===== src/rtl/display_wr_sched_pkg.sv =====
// Shared types and constants for the display memory write-port scheduler.
package display_wr_sched_pkg;

  localparam int ADDR_W      = 12;
  localparam int DATA_W      = 8;
  localparam int NUM_REQ_MAX = 8;

  typedef logic [ADDR_W-1:0] disp_addr_t;
  typedef logic [DATA_W-1:0] disp_data_t;

  // Scheduler states, kept as plain encoded constants so older code can compare against them.
  typedef logic [1:0] sched_state_t;
  localparam sched_state_t IDLE     = 2'd0;
  localparam sched_state_t WAIT_EOF = 2'd1;
  localparam sched_state_t CLEAR    = 2'd2;

endpackage


===== src/rtl/display_wr_sched_rr_arbiter.sv =====
// Combinational round-robin arbiter: search starts one past the last winner and wraps.
module rr_arbiter #(
  parameter int N  = 2,
  parameter int LW = (N > 1) ? $clog2(N) : 1
) (
  input  logic [N-1:0]  req,
  input  logic [LW-1:0] last,
  output logic [N-1:0]  grant,
  output logic [LW-1:0] grant_idx,
  output logic          any
);

  logic [LW:0] cand;

  // Walk the candidates last+1 .. last+N (mod N) and take the first asserted request.
  always_comb begin
    grant     = '0;
    grant_idx = '0;
    any       = 1'b0;
    cand      = '0;
    for (int k = 1; k <= N; k++) begin
      cand = {1'b0, last} + (LW+1)'(k);
      if (cand >= (LW+1)'(N)) begin
        cand = cand - (LW+1)'(N);
      end else begin
        cand = cand;
      end
      if (!any && req[cand[LW-1:0]]) begin
        grant[cand[LW-1:0]] = 1'b1;
        grant_idx           = cand[LW-1:0];
        any                 = 1'b1;
      end else begin
        any = any;
      end
    end
  end

endmodule


===== src/rtl/display_wr_sched.sv =====
// Display memory write-port scheduler: round-robin requester sharing plus a fill/clear engine.
module display_wr_sched
  import display_wr_sched_pkg::*;
#(
  parameter int NUM_REQ      = 2,
  parameter int CLEAR_ON_EOF = 1
) (
  input  logic                     clk,
  input  logic                     reset_ni,
  input  logic                     eof_i,
  input  logic [NUM_REQ-1:0]       req_valid_i,
  input  disp_addr_t [NUM_REQ-1:0] req_addr_i,
  input  disp_data_t [NUM_REQ-1:0] req_data_i,
  output logic [NUM_REQ-1:0]       req_ready_o,
  input  logic                     clear_start_i,
  input  disp_data_t               clear_fill_i,
  input  disp_addr_t               clear_len_i,
  output logic                     clear_busy_o,
  output logic                     display_wr_en_o,
  output disp_addr_t               display_wr_addr_o,
  output disp_data_t               display_wr_data_o
);

  localparam int LW = (NUM_REQ > 1) ? $clog2(NUM_REQ) : 1;
  localparam logic [LW-1:0] LAST_RESET = LW'(NUM_REQ - 1);

  sched_state_t  state, state_n;
  logic [LW-1:0] last_grant, last_grant_n;
  disp_data_t    fill, fill_n;
  disp_addr_t    len, len_n;
  disp_addr_t    clr_cnt, clr_cnt_n;
  logic          busy, busy_n;
  logic          wr_en, wr_en_n;
  disp_addr_t    wr_addr, wr_addr_n;
  disp_data_t    wr_data, wr_data_n;
  logic [NUM_REQ-1:0] ready;

  logic [NUM_REQ-1:0] arb_grant;
  logic [LW-1:0]      arb_idx;
  logic               arb_any;

  rr_arbiter #(
    .N  (NUM_REQ),
    .LW (LW)
  ) u_arb (
    .req       (req_valid_i),
    .last      (last_grant),
    .grant     (arb_grant),
    .grant_idx (arb_idx),
    .any       (arb_any)
  );

  // Next-state logic: requesters only see a grant in IDLE when no clear is starting.
  always_comb begin
    state_n      = state;
    last_grant_n = last_grant;
    fill_n       = fill;
    len_n        = len;
    clr_cnt_n    = clr_cnt;
    wr_en_n      = 1'b0;
    wr_addr_n    = wr_addr;
    wr_data_n    = wr_data;
    ready        = '0;
    case (state)
      IDLE: begin
        if (clear_start_i) begin
          fill_n    = clear_fill_i;
          len_n     = clear_len_i;
          clr_cnt_n = '0;
          if (CLEAR_ON_EOF != 0) begin
            state_n = WAIT_EOF;
          end else begin
            state_n = CLEAR;
          end
        end else begin
          ready = arb_grant;
          if (arb_any) begin
            wr_en_n      = 1'b1;
            wr_addr_n    = req_addr_i[arb_idx];
            wr_data_n    = req_data_i[arb_idx];
            last_grant_n = arb_idx;
          end else begin
            wr_en_n = 1'b0;
          end
        end
      end
      WAIT_EOF: begin
        if (eof_i) begin
          state_n = CLEAR;
        end else begin
          state_n = WAIT_EOF;
        end
      end
      CLEAR: begin
        if (len == '0) begin
          // Zero-length clear: spend one cycle here, write nothing.
          state_n = IDLE;
        end else begin
          wr_en_n   = 1'b1;
          wr_addr_n = clr_cnt;
          wr_data_n = fill;
          if (clr_cnt == len - disp_addr_t'(1)) begin
            state_n = IDLE;
          end else begin
            clr_cnt_n = clr_cnt + disp_addr_t'(1);
          end
        end
      end
      default: begin
        state_n = IDLE;
      end
    endcase
    busy_n = (state_n != IDLE);
  end

  // State, clear context and registered write port.
  always_ff @(posedge clk or negedge reset_ni) begin
    if (!reset_ni) begin
      state      <= IDLE;
      last_grant <= LAST_RESET;
      fill       <= '0;
      len        <= '0;
      clr_cnt    <= '0;
      busy       <= 1'b0;
      wr_en      <= 1'b0;
      wr_addr    <= '0;
      wr_data    <= '0;
    end else begin
      state      <= state_n;
      last_grant <= last_grant_n;
      fill       <= fill_n;
      len        <= len_n;
      clr_cnt    <= clr_cnt_n;
      busy       <= busy_n;
      wr_en      <= wr_en_n;
      wr_addr    <= wr_addr_n;
      wr_data    <= wr_data_n;
    end
  end

  assign req_ready_o       = ready;
  assign clear_busy_o      = busy;
  assign display_wr_en_o   = wr_en;
  assign display_wr_addr_o = wr_addr;
  assign display_wr_data_o = wr_data;

endmodule


===== config.mk =====
export PLATFORM = sky130hd
export DESIGN_NAME = display_wr_sched
export DESIGN_NICKNAME = d
export VERILOG_FILES = /design/src/rtl/display_wr_sched_pkg.sv /design/src/rtl/display_wr_sched_rr_arbiter.sv /design/src/rtl/display_wr_sched.sv
export SDC_FILE = /design/constraint.sdc
export NUM_CORES = 1
export LEC_CHECK = 0
export BUFFER_PORTS_ARGS = -buffer_cell sky130_fd_sc_hd__buf_4
export CAP_MARGIN = 20
export CORE_ASPECT_RATIO = 2
export CORE_MARGIN = 4
export CORE_UTILIZATION = 30
export CTS_BUF_LIST = sky130_fd_sc_hd__clkbuf_2
export CTS_CLUSTER_SIZE = 24
export DETAILED_ROUTE_END_ITERATION = 10
export GPL_TIMING_DRIVEN = 1
export MAX_ROUTING_LAYER = met4
export PLACE_DENSITY = 0.58
export SLEW_MARGIN = 40
export SYNTH_ARGS = -nofsm -noshare
export SYNTH_HDL_FRONTEND = slang
export SYNTH_SLANG_ARGS = --single-unit
export TNS_END_PERCENT = 50

===== constraint.sdc =====
create_clock -name clk -period 6.6 [get_ports clk]
set_clock_uncertainty 0.15 [all_clocks]
set_input_delay 0.66 -clock clk [delete_from_list [all_inputs] [get_ports clk]]
set_output_delay 0.66 -clock clk [all_outputs]
set_load 0.01 [all_outputs]

==> out/qor.yml <==
hold_class: "input pin to register"
synth_edf_count: 0
die_height_um: 154
setup_viol: 0
grt_pass1_wl_um: 14300
netlist_area_um2: 3220
fin_nets: 526
syn-num-nets: 444
routed_wl_um: 8770
worst_setup_path_end_kind: "register"
port_buffers: 89
netlist.area_leader.share_pct: 43.6
die_area_um2: 12500
cts_tree: "done"
ys_seq_elements: 57
clkTransAtPathRegs_ps: 170
viasPerCell: 4.81
switchingPower_mw: 0.669
initial_utilization_pct: 30.7
wl_met1_um: 3460
grt_max_degree: 58
worst_r2r_endpoint: "clr_cnt[1]"
hold_slack_ps: 154
fillers: 1143
num_io_pins: 90
core_um2: 10500
synth_area_leaders: "dfrtp_1 44%, nand2_1 11%, mux2i_1 8.7%"
synth_seq_area_share_pct: 44.4
grt_pass1_vias: 3040
r2r_setup_slack_ps: 3780
internal_power_mw: 0.853
clk_path_buf_depth: 2
ant_nets: 0
top_layer: "met4"
final_common_cell: "buf_4"
rsz0062_at_grt: "no"
fin_crit_sh_pct: 42.7
yosysTopAreaCell: "dfrtp_1"
synthesis.instances: 375
avgSynthCellArea_um2: 8.57
routedWlPerCell_um: 14.6
cts_max_level: 3
rows: 53
numCtsBuffers: 9
critPathMaxFanout: 15
grt_antenna_before_repair: 1
syn_to_final_growth_pct: 28.1
drc: 0
drive_above_1_share_pct: 25.5
tightest_slew_ps: 561
startpoint_type: "register"
drt-initial-drc-count: 137
slew_viol_final: 0
gp_congestion: 0.831
yosysWarnings: 0
wl_met2_um: 4590
combPwrFrac_pct: 47.0
status: "finished, final reports clean"
mostFrequentLayoutCells: "91 x buf_4, 90 x nand2_1, 56 x dfrtp_1"
ys.flop_type: "dfrtp_1"
gr-total-overflow: 0
endpoint: "clr_cnt[1]"
first_pass_iters: 4
hpwl_um: 6540
p_per_area_nw_per_um2: 369
drv_cap: 0
pwr-share-seq_pct: 40.9
wl_met3_um: 324
crit_type: "register to register"
period_minus_slack_ps: 2820
synthDistinctLibCells: 47
fin_setup_tns_ps: 0
ys_async_sr_fraction_pct: 100
multiInputGateArea_um2: 1670
p_leak_nw: 2.03
vdd_drop_max_v: 0.000117
grt_util_all_layers_pct: 15.4
ff2ff_path_depth: 7
fmax_mhz: 355
hold_viol: 0
clk_latency_ps: 520
clkPwrFrac_pct: 12.1
relSlewSlack_pct: 62.3
root_buffer: "clkbuf_2"
crit_required_ps: 6920
route.vias.total: 2886
postCtsSetupRepairBufs: 0
swShare_pct: 43.9
arrival_ps: 3130
r2r-start: "len[2]"
die_w_um: 81.2
cp-startpoint: "len[2]"
cts.sinks: 57
ff_latch_area_um2: 1430
[routing by layer]
metal / vias up / GRT usage [%]
li1: 1445 / -
met1: 1344 / 16.8
met2: 72 / 25.4
met3: 25 / 2.97
met4: 0 / 9.27
met5: - / -
[state kept, by name, summed over array words and instances (netlist names)]
name	cells
state	2
len	12
display_wr_addr_o	12
last_grant	1
clr_cnt	12
display_wr_en_o	1
fill	8
clear_busy_o	1
display_wr_data_o	8
[power groups by stage]
stage,sequential (mW),combinational (mW),clock (mW)
3_3_place_gp,0.626,0.706,0
5_1_grt,0.644,0.815,0.211
2_1_floorplan,0.607,0.480,0
6_report,0.622,0.716,0.184
3_5_place_dp,0.632,0.725,0
4_1_cts,0.624,0.728,0.194
[cell usage after synthesis (2+ instances only)]
cell type  number
nand2_1        91
dfrtp_1        56
a21oi_1        29
mux2i_1        28
o21ai_0        27
nor2_1         25
clkbuf_1       18
inv_1          10
nand3_1        10
xnor2_1         8
xor2_1          6
and2_1          5
a21o_1          4
and3_1          4
nand4_1         4
ha_1            3
nand2b_1        3
nor2b_1         3
nor3_1          3
nor4b_1         3
o211ai_1        3
and4_1          2
buf_1           2
buf_6           2
nor3b_1         2
nor4_1          2
o21a_1          2
[worst max-delay path, stage by stage (launching register included)]
cell      delay, ps
dfrtp_1         510
or4_4           600
or4_1           530
o311ai_1         80
or2b_1          200
nand4b_4        250
nand2_1         250
mux2i_1         200
[area by class of cell]
class                   count  share of cell area, %
well taps                 137                   4.16
diodes                      1                 0.0607
clock buffers              10                   1.21
clock inverters             6                  0.850
repair buffers             94                   17.7
multi-input cells         285                   40.5
inverters                  10                  0.911
flip-flops and latches     57                   34.6
[repair_timing]
| item | in CTS | in global routing |
|---|---|---|
| endpoints found under the hold margin | 0 | 28 |
| hold buffers | 0 | 1 |
| resized for setup | 0 | 0 |
[per-stage QoR]
stage                     utilization, %  setup slack [ps]  power (mW)  area [um^2]  cells
after floorplan                        -              4050        1.09         3220    375
final                               39.3              3780        1.52         4120    600
after global placement              38.0              3860        1.33         3980    580
after global routing                39.3              3550        1.67         4120    600
after CTS                           39.0              3780        1.55         4090    597
after detailed placement            38.2              3810        1.36         4000    581
[cell families (layout without fill, tap and decap cells)]
group | Yosys count | in the layout | synth area share [%]
mux | 28 | 28 | 8.72
simple gates | 165 | 165 | 24.1
fa+ha+maj | 3 | 3 | 1.17
buf+inv | 33 | 120 | 4.36
flops | 57 | 57 | 44.4
compound gates | 75 | 75 | 13.4
other cells | 0 | 1 | 0
xor+xnor | 14 | 14 | 3.81
[worst min path at each step]
stage,startpoint,endpoint,slack [ps],cells after the start
floorplan,reset_ni,clear_busy_o,210,0
global placement,fill[6],fill[6],310,2
detailed placement,fill[0],fill[0],320,2
CTS,reset_ni,len[7],20,1
global route,eof_i,state[0],110,2
finish,eof_i,state[0],150,2
Power figures use the tool's default switching activity.
